File: config.mk
export PLATFORM = sky130hd
export DESIGN_NAME = truth_table_sweeper_flat
export DESIGN_NICKNAME = d
export VERILOG_FILES = /design/src/rtl/truth_table_sweeper_pkg.sv /design/src/rtl/truth_table_sweeper_if.sv /design/src/rtl/truth_table_sweeper_index_counter.sv /design/src/rtl/truth_table_sweeper.sv /design/src/flat_wrapper.sv
export SDC_FILE = /design/constraint.sdc
export NUM_CORES = 1
export LEC_CHECK = 0
export CAP_MARGIN = 20
export CELL_PAD_IN_SITES_DETAIL_PLACEMENT = 1
export CELL_PAD_IN_SITES_GLOBAL_PLACEMENT = 1
export CORE_MARGIN = 4
export CORE_UTILIZATION = 36
export CTS_BUF_LIST = sky130_fd_sc_hd__clkbuf_8
export CTS_CLUSTER_DIAMETER = 150
export DETAILED_ROUTE_END_ITERATION = 12
export PLACE_DENSITY_LB_ADDON = 0.1
export REMOVE_ABC_BUFFERS = 1
export SKIP_CTS_REPAIR_TIMING = 1
export SLEW_MARGIN = 20
export SYNTH_ARGS = -nofsm -noshare
export SYNTH_HDL_FRONTEND = slang
export SYNTH_SLANG_ARGS = --single-unit
File: constraint.sdc
create_clock -name CLK -period 1.6 [get_ports CLK]
set_input_delay 0.48 -clock CLK [delete_from_list [all_inputs] [get_ports CLK]]
set_output_delay 0.48 -clock CLK [all_outputs]
set_load 0.05 [all_outputs]
File: src/rtl/truth_table_sweeper_pkg.sv
// truth_table_sweeper_pkg
// Shared constants and state encoding for the truth-table sweeper.
//   IDX_W            width of the row index ({A,B,C,D})
//   N_ROWS           number of truth-table rows swept
//   MAX_SETTLE       largest usable settle time in cycles
//   SETTLE_W         width of the settle-cycle prescaler
//   EXPECTED_DEFAULT golden table for F = ~D | C | B
//   ST_*             FSM state encodings
package truth_table_sweeper_pkg;

    localparam int IDX_W      = 4;
    localparam int N_ROWS     = 16;
    localparam int MAX_SETTLE = 15;
    localparam int SETTLE_W   = $clog2(MAX_SETTLE + 1);

    // F is low only for rows 1 (0001) and 9 (1001): B=0, C=0, D=1.
    localparam logic [N_ROWS-1:0] EXPECTED_DEFAULT = 16'hFDFD;

    typedef logic [1:0] state_t;

    localparam state_t ST_IDLE  = 2'd0;
    localparam state_t ST_DRIVE = 2'd1;
    localparam state_t ST_DONE  = 2'd2;

endpackage

File: src/rtl/truth_table_sweeper_if.sv
// truth_table_sweeper_if
// Groups the sweeper's control, stimulus and result signals.
//   START          sweep request (level)
//   A, B, C, D     stimulus to the function block, A is the MSB
//   F              function block output returned to the sweeper
//   BUSY, DONE     sweep status
//   TABLE          captured truth table, bit i = F for row i
//   MISMATCH       DONE and TABLE differs from the golden table
//   ERR_COUNT      number of differing rows (0..16)
//   FIRST_ERR_IDX  lowest differing row, 0 when none
// master: the sweeper itself; slave: the surrounding board/bench.
interface truth_table_sweeper_if;

    import truth_table_sweeper_pkg::*;

    logic                START;
    logic                A;
    logic                B;
    logic                C;
    logic                D;
    logic                F;
    logic                BUSY;
    logic                DONE;
    logic [N_ROWS-1:0]   TABLE;
    logic                MISMATCH;
    logic [IDX_W:0]      ERR_COUNT;
    logic [IDX_W-1:0]    FIRST_ERR_IDX;

    modport master (
        input  START, F,
        output A, B, C, D, BUSY, DONE, TABLE, MISMATCH, ERR_COUNT, FIRST_ERR_IDX
    );

    modport slave (
        output START, F,
        input  A, B, C, D, BUSY, DONE, TABLE, MISMATCH, ERR_COUNT, FIRST_ERR_IDX
    );

endinterface

File: src/rtl/truth_table_sweeper_index_counter.sv
// sweep_index_counter
// Row index plus settle-cycle prescaler for the truth-table sweep.
//   clk            system clock, rising edge
//   rst_n          synchronous active-low reset
//   clear          restart at row 0 with an empty prescaler
//   enable         count while a sweep is driving
//   idx            current row index; doubles as the {A,B,C,D} register
//   sample_strobe  high on the last settle cycle of the current row
//   last_row       current row is the final one
module sweep_index_counter
    import truth_table_sweeper_pkg::*;
#(
    parameter int SETTLE_CYCLES = 1
) (
    input  logic             clk,
    input  logic             rst_n,
    input  logic             clear,
    input  logic             enable,
    output logic [IDX_W-1:0] idx,
    output logic             sample_strobe,
    output logic             last_row
);

    localparam logic [SETTLE_W-1:0] SETTLE_LAST = SETTLE_W'(SETTLE_CYCLES - 1);
    localparam logic [IDX_W-1:0]    ROW_LAST    = IDX_W'(N_ROWS - 1);

    logic [SETTLE_W-1:0] settle_cnt;

    assign sample_strobe = enable && (settle_cnt == SETTLE_LAST);
    assign last_row      = (idx == ROW_LAST);

    // The index stops at the last row instead of wrapping, so after a sweep
    // the stimulus outputs rest at 4'hF without any extra muxing.
    always_ff @(posedge clk) begin
        if (!rst_n || clear) begin
            settle_cnt <= '0;
            idx        <= '0;
        end else if (enable) begin
            if (settle_cnt == SETTLE_LAST) begin
                settle_cnt <= '0;
                if (!last_row) begin
                    idx <= idx + IDX_W'(1);
                end
            end else begin
                settle_cnt <= settle_cnt + SETTLE_W'(1);
            end
        end
    end

endmodule

File: src/rtl/truth_table_sweeper.sv
// truth_table_sweeper
// Steps {A,B,C,D} through all 16 rows, samples F after SETTLE_CYCLES
// cycles per row, builds the truth table and compares it with EXPECTED.
//   CLK            system clock, rising edge
//   RST_N          synchronous active-low reset
//   bus            truth_table_sweeper_if master modport (START, F in;
//                  A..D, BUSY, DONE, TABLE, MISMATCH, ERR_COUNT,
//                  FIRST_ERR_IDX out)
// SETTLE_CYCLES must lie in 1..15.
module truth_table_sweeper
    import truth_table_sweeper_pkg::*;
#(
    parameter int                SETTLE_CYCLES = 1,
    parameter logic [N_ROWS-1:0] EXPECTED      = EXPECTED_DEFAULT
) (
    input  logic                 CLK,
    input  logic                 RST_N,
    truth_table_sweeper_if.master bus
);

    state_t            state;
    logic [IDX_W-1:0]  idx;
    logic              sample_strobe;
    logic              last_row;
    logic              in_drive;
    logic              start_sweep;
    logic [N_ROWS-1:0] table_q;
    logic [IDX_W:0]    err_count;
    logic [IDX_W-1:0]  first_err_idx;

    assign in_drive    = (state == ST_DRIVE);
    assign start_sweep = bus.START && ((state == ST_IDLE) || (state == ST_DONE));

    sweep_index_counter #(
        .SETTLE_CYCLES (SETTLE_CYCLES)
    ) u_index_counter (
        .clk           (CLK),
        .rst_n         (RST_N),
        .clear         (start_sweep),
        .enable        (in_drive),
        .idx           (idx),
        .sample_strobe (sample_strobe),
        .last_row      (last_row)
    );

    // Sweep FSM and capture. A non-zero error count already marks that the
    // first error has been seen, so no separate flag is kept.
    always_ff @(posedge CLK) begin
        if (!RST_N) begin
            state         <= ST_IDLE;
            table_q       <= '0;
            err_count     <= '0;
            first_err_idx <= '0;
        end else begin
            case (state)
                ST_IDLE, ST_DONE: begin
                    if (bus.START) begin
                        state         <= ST_DRIVE;
                        table_q       <= '0;
                        err_count     <= '0;
                        first_err_idx <= '0;
                    end
                end
                ST_DRIVE: begin
                    if (sample_strobe) begin
                        table_q[idx] <= bus.F;
                        if (bus.F != EXPECTED[idx]) begin
                            err_count <= err_count + (IDX_W + 1)'(1);
                            if (err_count == '0) begin
                                first_err_idx <= idx;
                            end
                        end
                        if (last_row) begin
                            state <= ST_DONE;
                        end
                    end
                end
                default: begin
                    state <= ST_IDLE;
                end
            endcase
        end
    end

    assign {bus.A, bus.B, bus.C, bus.D} = idx;
    assign bus.BUSY          = in_drive;
    assign bus.DONE          = (state == ST_DONE);
    assign bus.TABLE         = table_q;
    assign bus.MISMATCH      = (state == ST_DONE) && (table_q != EXPECTED);
    assign bus.ERR_COUNT     = err_count;
    assign bus.FIRST_ERR_IDX = first_err_idx;

endmodule
File: src/flat_wrapper.sv
// flat-port wrapper written by rule: the top's interface ports become plain ports
module truth_table_sweeper_flat import truth_table_sweeper_pkg::*;
#(
    parameter int                SETTLE_CYCLES = 1,
    parameter logic [N_ROWS-1:0] EXPECTED      = EXPECTED_DEFAULT
)
  (CLK, RST_N, bus_START, bus_F, bus_A, bus_B, bus_C, bus_D, bus_BUSY, bus_DONE, bus_TABLE, bus_MISMATCH, bus_ERR_COUNT, bus_FIRST_ERR_IDX);
  truth_table_sweeper_if bus_i ();
  input  logic CLK;
  input  logic RST_N;
  input wire logic [$bits(bus_i.START)-1:0] bus_START;
  input wire logic [$bits(bus_i.F)-1:0] bus_F;
  output wire logic [$bits(bus_i.A)-1:0] bus_A;
  output wire logic [$bits(bus_i.B)-1:0] bus_B;
  output wire logic [$bits(bus_i.C)-1:0] bus_C;
  output wire logic [$bits(bus_i.D)-1:0] bus_D;
  output wire logic [$bits(bus_i.BUSY)-1:0] bus_BUSY;
  output wire logic [$bits(bus_i.DONE)-1:0] bus_DONE;
  output wire logic [$bits(bus_i.TABLE)-1:0] bus_TABLE;
  output wire logic [$bits(bus_i.MISMATCH)-1:0] bus_MISMATCH;
  output wire logic [$bits(bus_i.ERR_COUNT)-1:0] bus_ERR_COUNT;
  output wire logic [$bits(bus_i.FIRST_ERR_IDX)-1:0] bus_FIRST_ERR_IDX;
  assign bus_i.START = bus_START;
  assign bus_i.F = bus_F;
  assign bus_A = bus_i.A;
  assign bus_B = bus_i.B;
  assign bus_C = bus_i.C;
  assign bus_D = bus_i.D;
  assign bus_BUSY = bus_i.BUSY;
  assign bus_DONE = bus_i.DONE;
  assign bus_TABLE = bus_i.TABLE;
  assign bus_MISMATCH = bus_i.MISMATCH;
  assign bus_ERR_COUNT = bus_i.ERR_COUNT;
  assign bus_FIRST_ERR_IDX = bus_i.FIRST_ERR_IDX;
  truth_table_sweeper #(.SETTLE_CYCLES(SETTLE_CYCLES), .EXPECTED(EXPECTED)) u_core (.CLK(CLK), .RST_N(RST_N), .bus(bus_i));
endmodule
## Yosys cells after proc, flatten, opt, wreduce, memory -nomap -nowiden

Memories as Yosys holds them, arrays and structs flattened. A register that Yosys moved wholly into a read port is not among the register bits.
Cells that the tools add are included.

| word-level totals | value |
|---|---|
| register bits after elaboration | 35 |
| ROM bits | 16 |
| input port bits | 4 |
| output and inout port bits | 32 |
| word-level logic and storage cells | 63 |
| memories kept | 1 |

| cells by class | value |
|---|---|
| $add $sub $neg | 3 |
| order comparisons | 2 |
| equality and inequality tests | 10 |
| muxes and demuxes | 23 |
| bitwise logic cells | 1 |
| reductions and logical operators | 17 |

Memories:

| memory | depth | bits a word | read ports | clocked after Yosys merged registers in | write ports | line | source |
|---|---|---|---|---|---|---|---|
| (name not given) | 16 | 1 | 1 | 1 | 0 | truth_table_sweeper.sv:67 | `if (bus.F != EXPECTED[idx]) begin` |

Operators with widths:

| kind | number |
|---|---|
| 16-bit 2-to-1 mux | 2 |
| 16-bit one-hot mux with 2 select lines | 1 |
| 4-bit 2-to-1 mux | 7 |
| 16-bit bitwise mux | 1 |
| 16-bit != test, second input constant | 1 |
| 5-bit 2-to-1 mux | 3 |
| 5-bit one-hot mux with 2 select lines | 1 |
| 3-bit AND reduction | 3 |
| 4-bit by 1-bit adder with 4-bit output, second input constant | 2 |
| 2-bit by 1-bit != test with 1-bit output, second input constant | 4 |
| 4-bit one-hot mux with 2 select lines | 1 |
| 2-bit 2-to-1 mux | 3 |
| 5-bit by 1-bit adder with 5-bit output, second input constant | 1 |
| 5-bit logical NOT | 1 |
| 4-bit by 5-bit < comparator with 1-bit output, second input constant | 1 |
| 5-bit AND reduction | 1 |
| 1-bit demux with 4-bit select | 1 |
| 4-bit == test, second input constant | 1 |
| 4-bit by 1-bit greater-or-equal comparator with 1-bit output, second input constant | 1 |
| 1-bit logical AND | 4 |
| 4-bit logical NOT | 1 |
| 2-bit one-hot mux with 2 select lines | 1 |
| 4-bit AND reduction | 1 |
| 2-bit by 1-bit == test with 1-bit output, second input constant | 1 |
| other kinds (10) | 12 |

## Depth between registers and ports, before layout

Gate-level depths: netlist (run 1).

| logic depth | value |
|---|---|
| depth after elaboration | 7 |
| depth in mapped cells | 7 |
| mapped depth without buffers | 6 |

## By module

From an unflattened synthesis (run 1), not the netlist that was laid out.

| unflattened totals | value |
|---|---|
| cells, all modules | 215 |
| area, all modules | 1,784.2 um2 |

Modules (own cells, without submodules):

| module | times used | cells an instance | area each (um2) | seq. area each (um2) |
|---|---|---|---|---|
| truth_table_sweeper | 1 | 173 | 1,383.8 | 540.5 |
| sweep_index_counter | 1 | 42 | 400.4 | 160.2 |

## Worst setup path after synthesis (run 1)

OpenSTA, ideal clock, no wires.

| path | value |
|---|---|
| kind | register -> output |
| start | reg u_core.table_q[1], in the netlist u_core.bus.TABLE[1] |
| end | out bus_MISMATCH |
| data arrival time | 1.504 ns |
| required time | 1.120 ns |
| setup slack | -0.384 ns |
| cell stages (with the launch flop) | 4 |
| path buffers | 0 |
| cells stage by stage | dfxtp_1 > nand4b_1 > nor4_1 > nor2_1 |

| on the way | value |
|---|---|
| longest elaborated chain between the ends | 2 |

Ends and longest elaborated chain:

| element | line | source |
|---|---|---|
| start, declared | truth_table_sweeper.sv:27 | `logic [N_ROWS-1:0] table_q;` |
| start signal, assigned by index | truth_table_sweeper.sv:66 | `table_q[idx] <= bus.F;` |
| 16-bit != test | truth_table_sweeper.sv:89 | `assign bus.MISMATCH = (state == ST_DONE) && (table_q != EXPECTED);` |
| 1-bit logical AND | truth_table_sweeper.sv:89 |  |
| end, declared | flat_wrapper.sv:20 | `output wire logic [$bits(bus_i.MISMATCH)-1:0] bus_MISMATCH;` |

Every way passes these cells.

## Worst setup path in the final report (run 1)

Ends and elaborated chain as after synthesis.

==> results.txt, run 1 <==
The number of global-route vias before repair was 2023; the total number of nets in the final design was 308. The logs give 0 for the final number of hold-violating endpoints and 70.4% for the worst slew slack as a fraction of its limit. Leading cell type in the layout, fill and taps excluded: sky130_fd_sc_hd__buf_4. Sorting the synthesized cells by area gives the leading types as sky130_fd_sc_hd__dfxtp_1 39%, sky130_fd_sc_hd__nand2_1 8.3%, sky130_fd_sc_hd__mux2i_1 7.6%. In the final layout, the multi-input gates occupy 1170 sq um. The maximum fanout along the worst path is 2. Detailed routing inserted a total of 1992 vias.

The post-synthesis instance total was 213. The flow ran to the end, but the final reports show violations. Summed over all layers, the global routing overflow is 0.

The die footprint was 6360 sq um. Setup violations remaining at the end of the flow were counted as 20. The average cell area after synthesis was 8.71 sq um. TritonCTS built the clock tree.

Measured on the finished design, the core utilization comes to 66.7%. Setup repair after global routing could not meet its margin everywhere. The overall power consumption was 1.99 mW; the detail-routed net length per standard cell was 20.7 um. The worst setup path is captured at an output port. The max-slew violation count was 0; the setup TNS after final layout was -1.49 ns. Routability-driven placement finished with a final weighted congestion of 0.781.

The width of the die was 79.8 um; the count of warnings emitted by yosys was 0. The setup path with the least slack is of type reg2out. For the number of antenna violations at the first check in global routing, the log shows 0. Before antenna repair, the detailed router went through 5 iterations. Summing all placed instances gives a cell area of 2890 sq um.

The fill cell total of the finished layout was 516; the count of port buffers added during placement was 35. The run gives 10.2 mm as the wire length of the first global-routing pass. The tools report the count of boundary I/O pins as 36.

The maximum clock path buffer count came out at 2. For the worst setup path, the data arrival time is 1.45 ns. Clock-pin slew was measured on the worst setup and hold paths at 0.07 ns. In this run, placement finished with an instance count of 349. The count of cells in the finished layout, fillers not included, comes to 364. The top cell types in the final layout, fill and taps aside, are 44 x sky130_fd_sc_hd__buf_4, 38 x sky130_fd_sc_hd__nand2_1, 32 x sky130_fd_sc_hd__buf_12, 26 x sky130_fd_sc_hd__dfxtp_1, 14 x sky130_fd_sc_hd__mux2i_1. The maximum resistive drop on vdd was 0.518 mV. Post-synthesis cell type with the largest combined area: sky130_fd_sc_hd__dfxtp_1.

The chip height works out to 79.8 um. In this run the power density over the cells is 614 nW/um^2. Vias per cell: 5.47. The share of synthesized area occupied by flip-flops and latches is 38.9%. For the worst setup path, the data required time is 1.12 ns.

Most frequently used flop master after synthesis: sky130_fd_sc_hd__dfxtp_1. Clock latency on the worst-skew pair, taken at its later pin, is 0.31 ns. The number of different library cells in the post-synthesis netlist came out at 41. The async set or reset register ratio after synthesis works out to 0%. In the routed design, unresolved DRC markers number 0. After synthesis the cells add up to 1850 sq um. The wire-length estimate of the detail-placed layout is 4.80 mm. The run gives 36 as the number of clock sinks.

STA classifies the critical path startpoint as a flop. Cells with a size suffix above 1 make up 45.1% of the layout. Of the post-synthesis cell area, the dominant cell type holds 38.9%.

The total area inside the core boundary comes to 4850 sq um. The number of clock buffers inserted by TritonCTS was 5; the maximum clock rate was 517 MHz. The number of enable-type register cells in the synthesized netlist came out at 0. The tool flagged a number of max-cap violations equal to 0. The total inserted antenna cells was 0; the global router's overall resource usage was 21.3%. The clock period minus final worst setup slack is 1.93 ns. The checks that failed: setup timing. The cell at the root of the clock tree was sky130_fd_sc_hd__clkbuf_8. Counting flops and latches in the post-synthesis netlist gives 36. The finished cells cover 3230 sq um. The worst hold path belongs to the class reg2reg. The overall routed net length was 7.53 mm. The logs give 2 for the H-tree depth and 38.2% for the starting utilization of the core area. The tools report the final critical-path setup slack as -0.333 ns.

The first routing iteration left 63 violations. Registers take 733 sq um. In this run the static leakage power is 1.38 nW. The synthesis-to-layout area growth works out to 74.4%. For the pin with the worst max-slew slack, the measured transition is 0.442 ns. The detail route stage leaves a number of antenna-violating nets equal to 0. Entering global routing, the biggest net connects 21 pins.

After layout, the worst path uses 121% of the clock period. The initialized floorplan defines 25 standard-cell rows. Clock skew on the completed layout was measured at 0.0131 ns.
==> metrics by stage <==
step | hold slack (ns) | setup WS, ns
CTS | 0.506 | -0.385
detailed placement | 0.489 | -0.595
global route | 0.534 | -0.409
floorplan | 0.466 | -0.596
finish | 0.504 | -0.333
global placement | 0.488 | -0.481
==> final timing paths <==
kind	cells past startpoint	slack, ns	end	start
setup / recovery	5	-0.33	bus_MISMATCH	u_core.bus.TABLE[1]$_SDFFE_PN0P_
hold / removal	2	0.50	u_core.bus.FIRST_ERR_IDX[1]$_SDFFE_PN0P_	u_core.bus.FIRST_ERR_IDX[1]$_SDFFE_PN0P_
setup reg to reg	7	-0.13	u_core.bus.TABLE[8]$_SDFFE_PN0P_	u_core.u_index_counter.settle_cnt[0]$_SDFFE_PP0P_
hold reg to reg	2	0.50	u_core.bus.FIRST_ERR_IDX[1]$_SDFFE_PN0P_	u_core.bus.FIRST_ERR_IDX[1]$_SDFFE_PN0P_
==> synthesized netlist by cell type (2+ instances only) <==
master                      number
sky130_fd_sc_hd__and3_1          2
sky130_fd_sc_hd__o211ai_1        8
sky130_fd_sc_hd__nand4_1         5
sky130_fd_sc_hd__nand3_1        10
sky130_fd_sc_hd__inv_1           9
sky130_fd_sc_hd__nor4_4          2
sky130_fd_sc_hd__nand2_1        41
sky130_fd_sc_hd__o2111ai_1       2
sky130_fd_sc_hd__dfxtp_1        36
sky130_fd_sc_hd__buf_2           6
sky130_fd_sc_hd__nor2b_1         3
sky130_fd_sc_hd__nor2_1          9
sky130_fd_sc_hd__mux2i_1        14
sky130_fd_sc_hd__nand4b_1        2
sky130_fd_sc_hd__a21oi_1        12
sky130_fd_sc_hd__a211o_1         2
sky130_fd_sc_hd__xnor2_1         3
sky130_fd_sc_hd__a21boi_1        2
sky130_fd_sc_hd__nand2b_1        3
sky130_fd_sc_hd__or3_1           3
sky130_fd_sc_hd__ha_1            8
sky130_fd_sc_hd__o21ai_0         5
sky130_fd_sc_hd__clkbuf_1        6
sky130_fd_sc_hd__or4_1           2
sky130_fd_sc_hd__o21a_1          2
==> state kept, by name (all words and copies together), names as in the netlist, named ones only <==
signal / flops
u_core.state: 2
u_core.u_index_counter.settle_cnt: 4
u_core.bus.TABLE: 16
u_core.bus.FIRST_ERR_IDX: 4
u_core.u_index_counter.idx: 4
u_core.bus.ERR_COUNT: 5
==> worst max-delay path, stage by stage (launching register included) <==
cell and delay (ns):
sky130_fd_sc_hd__dfxtp_2 0.33, sky130_fd_sc_hd__nand4b_1 0.20, sky130_fd_sc_hd__nor4_2 0.29, sky130_fd_sc_hd__buf_4 0.16, sky130_fd_sc_hd__nor2_2 0.03, sky130_fd_sc_hd__buf_6 0.14
==> report_power, final <==
| part | switching (mW) | internal (mW) |
|---|---|---|
| Clock | 0.365 | 0.344 |
| Combinational | 0.211 | 0.149 |
| Sequential | 0.0118 | 0.906 |
| Total | 0.588 | 1.40 |
==> routing by layer <==
metal	up-vias	wire length (um)	GRT usage [%]
li1	913	-	-
met1	1002	2830	23.7
met2	51	4220	39.1
met3	26	242	5.64
met4	0	238	6.59
met5	-	0	0
==> area by class of cell <==
cell class              instances  area share [%]
clock buffers                   6            2.55
clock inverters                 2           0.309
inverters                      10            1.24
multi-input cells             155            36.2
flip-flops and latches         36            22.7
well taps                      67            2.59
repair buffers                 88            34.4
==> cell families (layout without fill, tap and decap cells) <==
family	Yosys count	after routing	synth area share, %
adder cells (fa/ha/maj)	8	8	5.40
AND/OR/NAND/NOR	91	91	27.9
multiplexers	14	14	7.56
flip-flops	36	36	38.9
buffers and inverters	23	106	5.47
AO/OA/AOI/OAI	37	38	13.0
XOR/XNOR	4	4	1.89
(Power assumes the default switching activity.)
==> run 2: changes to the inputs <==
--- a/config.mk
+++ b/config.mk
@@ -5,7 +5,7 @@
 export SDC_FILE = /design/constraint.sdc
 export NUM_CORES = 1
 export LEC_CHECK = 0
-export CAP_MARGIN = 20
+export CAP_MARGIN = 30
 export CELL_PAD_IN_SITES_DETAIL_PLACEMENT = 1
 export CELL_PAD_IN_SITES_GLOBAL_PLACEMENT = 1
 export CORE_MARGIN = 4
==> results of run 2 <==
No change in the layout: final DEF, timing and power equal those of run 1.
==> run 3: changes to the inputs <==
--- a/config.mk
+++ b/config.mk
@@ -9,10 +9,11 @@
 export CELL_PAD_IN_SITES_DETAIL_PLACEMENT = 1
 export CELL_PAD_IN_SITES_GLOBAL_PLACEMENT = 1
 export CORE_MARGIN = 4
-export CORE_UTILIZATION = 36
+export CORE_UTILIZATION = 49
 export CTS_BUF_LIST = sky130_fd_sc_hd__clkbuf_8
 export CTS_CLUSTER_DIAMETER = 150
 export DETAILED_ROUTE_END_ITERATION = 12
+export DONT_BUFFER_PORTS = 1
 export PLACE_DENSITY_LB_ADDON = 0.1
 export REMOVE_ABC_BUFFERS = 1
 export SKIP_CTS_REPAIR_TIMING = 1
==> constraint.sdc (replaced) <==
create_clock -name CLK -period 2 [get_ports CLK]
set_input_delay 0.6 -clock CLK [delete_from_list [all_inputs] [get_ports CLK]]
set_output_delay 0.6 -clock CLK [all_outputs]
set_load 0.05 [all_outputs]
==> run 3 against run 2 <==
The flow now finishes without violations. Global-route usage rose by 1.7 points. Clock skew down 0.0018 ns. First-iteration DRC count increased by 67%. Via count is 16% lower. Critical path depth decreased by 1. Flip-flop and latch count stayed put. Critical endpoint unchanged. Highest routed layer unchanged.
==> results.txt, run 3 (synthesis results as in run 1) <==
Placer's final routability congestion estimate: 0.850 (was 0.781). Register clock-pin slew on the reported worst setup and hold paths: 0.08 ns (was 0.07 ns). The count of port buffers added during placement works out to 0 (was 35).

Overall routed net length: 5.24 mm (was 7.53 mm). The maximum fanout along the worst path is 2 (unchanged), and the number of antenna violations at the first check in global routing is 0 (unchanged). The clock latency reported for the late side of the worst-skew pair was 0.30 ns (was 0.31 ns); the number of cells in the design after placement was 280 (was 349).

The data arrival time at the worst-slack endpoint was 1.35 ns (was 1.45 ns); the detail-routed net length per standard cell was 18.1 um (was 20.7 um). For the DRC violations left, the log shows 0 (unchanged). The flip-flop count of the largest register, all copies and words added was 16 (unchanged).

Number of clock sinks: 36 (unchanged). Setup repair after global routing could not meet its margin everywhere. The chip height is 69.5 um (was 79.8 um). TritonCTS built the clock tree. Core region area: 3660 sq um (was 4850 sq um).

Fraction of layout instances using a drive strength above 1: 22.7% (was 45.1%). For the worst slew slack as a fraction of its limit, the log shows 64.2% (was 70.4%). The logs give 253 (was 308) for the total number of nets in the final design and 0.942 nW (was 1.38 nW) for the reported leakage power. Width of the die: 69.5 um (was 79.8 um). The number of standard-cell rows in the floorplan is 22 (was 25).

The maximum number of pins on one net before global-route repair is 26 (was 21). The tools report the setup violation total in the final timing report as 0 (was 20). The endpoint required time on the critical path is 1.40 ns (was 1.12 ns), and the synthesis-to-layout area growth is 19.8% (was 74.4%). The count of boundary I/O pins is 36 (unchanged), and the leftover overflow at the end of global routing is 0 (unchanged).

The final core utilization is 60.7% (was 66.7%). The kind of path behind the tightest hold check was in2reg (was reg2reg). Die footprint: 4830 sq um (was 6360 sq um). The logs give 2 (unchanged) for the H-tree depth and 0 ns (was -1.49 ns) for the setup TNS after final layout.

The wire length of the first global-routing pass is 8.87 mm (was 10.2 mm), and the final number of hold-violating endpoints is 0 (unchanged). The global router's overall resource usage was 22.9% (was 21.3%). The number of non-filler instances in the completed layout came out at 290 (was 364). The final critical path takes up 97.3% of the cycle.

The vias per cell was 5.78 (was 5.47). The tools report the max-capacitance violation count as 0 (unchanged). The max-slew violation count is 0 (unchanged).

The logs give 5 (unchanged) for the number of clock buffers inserted by TritonCTS and 3.92 mm (was 4.80 mm) for the half-perimeter wire length after placement. For the first-pass iteration count of the detailed router, the log shows 4 (was 5). The total inserted antenna cells was 0 (unchanged).

Leading cell type in the layout, fill and taps excluded: sky130_fd_sc_hd__nand2_1 (was sky130_fd_sc_hd__buf_4). The tools report the post-detailed-route count of antenna-violating nets as 0 (unchanged). The via count was 1677 (was 1992); the starting utilization of the core area was 50.6% (was 38.2%). The areal power density over the cells was 655 nW/um^2 (was 614 nW/um^2). The tools report the clock tree skew after final layout as 0.0114 ns (was 0.0131 ns).

For this run, the top clock speed supported by timing is 514 MHz. The run finished with clean final reports. The type of the setup path with the least slack was reg2out (unchanged). The clock period minus final worst setup slack was 1.95 ns; the maximum resistive drop on vdd was 0.472 mV (was 0.518 mV). The endpoint kind of the worst setup timing path was an output port (unchanged). The maximum clock path buffer count came out at 2 (unchanged). Number of global-route vias before repair: 1714 (was 2023).

The actual transition at the worst max-transition pin was 0.536 ns (was 0.442 ns). Highest-count cells in the layout ignoring fill and taps: 41 x sky130_fd_sc_hd__nand2_1, 34 x sky130_fd_sc_hd__dfxtp_1, 33 x sky130_fd_sc_hd__buf_4, 14 x sky130_fd_sc_hd__mux2i_1, 12 x sky130_fd_sc_hd__a21oi_1 (was 44 x sky130_fd_sc_hd__buf_4, 38 x sky130_fd_sc_hd__nand2_1, 32 x sky130_fd_sc_hd__buf_12, 26 x sky130_fd_sc_hd__dfxtp_1, 14 x sky130_fd_sc_hd__mux2i_1). The type of origin of the critical path is a flop (unchanged). The count of routing violations after the opening detailed-route iteration is 105 (was 63). The cell at the root of the clock tree is sky130_fd_sc_hd__clkbuf_8 (unchanged).
-- run 3: final cells by class --
type                       instances  area [sq um]
tap                               48          60.1
clock inverter                     2          10.0
sequential                        36           723
clock buffer                       6          82.6
fill                             441          1440
inverter                          10          37.5
timing repair buffer              34           259
multi-input combinational        154          1050
-- run 3: final timing paths --
check,slack [ns],endpoint,startpoint,cells past startpoint
setup / recovery,0.05,bus_MISMATCH,u_core.bus.TABLE[9]$_SDFFE_PN0P_,4
setup reg to reg,0.11,u_core.bus.TABLE[15]$_SDFFE_PN0P_,u_core.u_index_counter.settle_cnt[0]$_SDFFE_PP0P_,7
hold reg to reg,0.50,u_core.u_index_counter.settle_cnt[0]$_SDFFE_PP0P_,u_core.u_index_counter.settle_cnt[0]$_SDFFE_PP0P_,2
hold / removal,0.42,u_core.state[0]$_SDFFE_PN0P_,RST_N,1
-- run 3: critical path, cell delays in order, from the launching register on --
cell	delay (ns)
sky130_fd_sc_hd__dfxtp_2	0.33
sky130_fd_sc_hd__nand4b_1	0.18
sky130_fd_sc_hd__nor4_2	0.30
sky130_fd_sc_hd__nor2_1	0.09
sky130_fd_sc_hd__buf_6	0.16
-- run 3: routing by layer --
metal  wire [um]  GRT usage [%]
met1        2270           28.4
met2        2630           39.4
met3         252           6.38
met4          82           5.21
met5           0              0
-- run 3: metrics by stage --
stage	cell area (sq um)	hold slack, ns	setup WS, ns	power, mW
floorplan	1790	0.466	-0.196	0.863
global placement	2090	0.475	0.194	0.909
detailed placement	2090	0.490	0.0244	0.918
CTS	2180	0.422	-0.0611	1.46
global route	2220	0.413	-0.0457	1.53
finish	2220	0.420	0.0538	1.46
-- run 3: power breakdown --
group / internal, mW / switching [mW] / total (mW) / leakage [nW]
clock network: 0.275 / 0.276 / 0.551 / 0.0510
logic: 0.0522 / 0.117 / 0.170 / 0.600
registers: 0.725 / 0.0103 / 0.735 / 0.292
total: 1.05 / 0.403 / 1.46 / 0.942
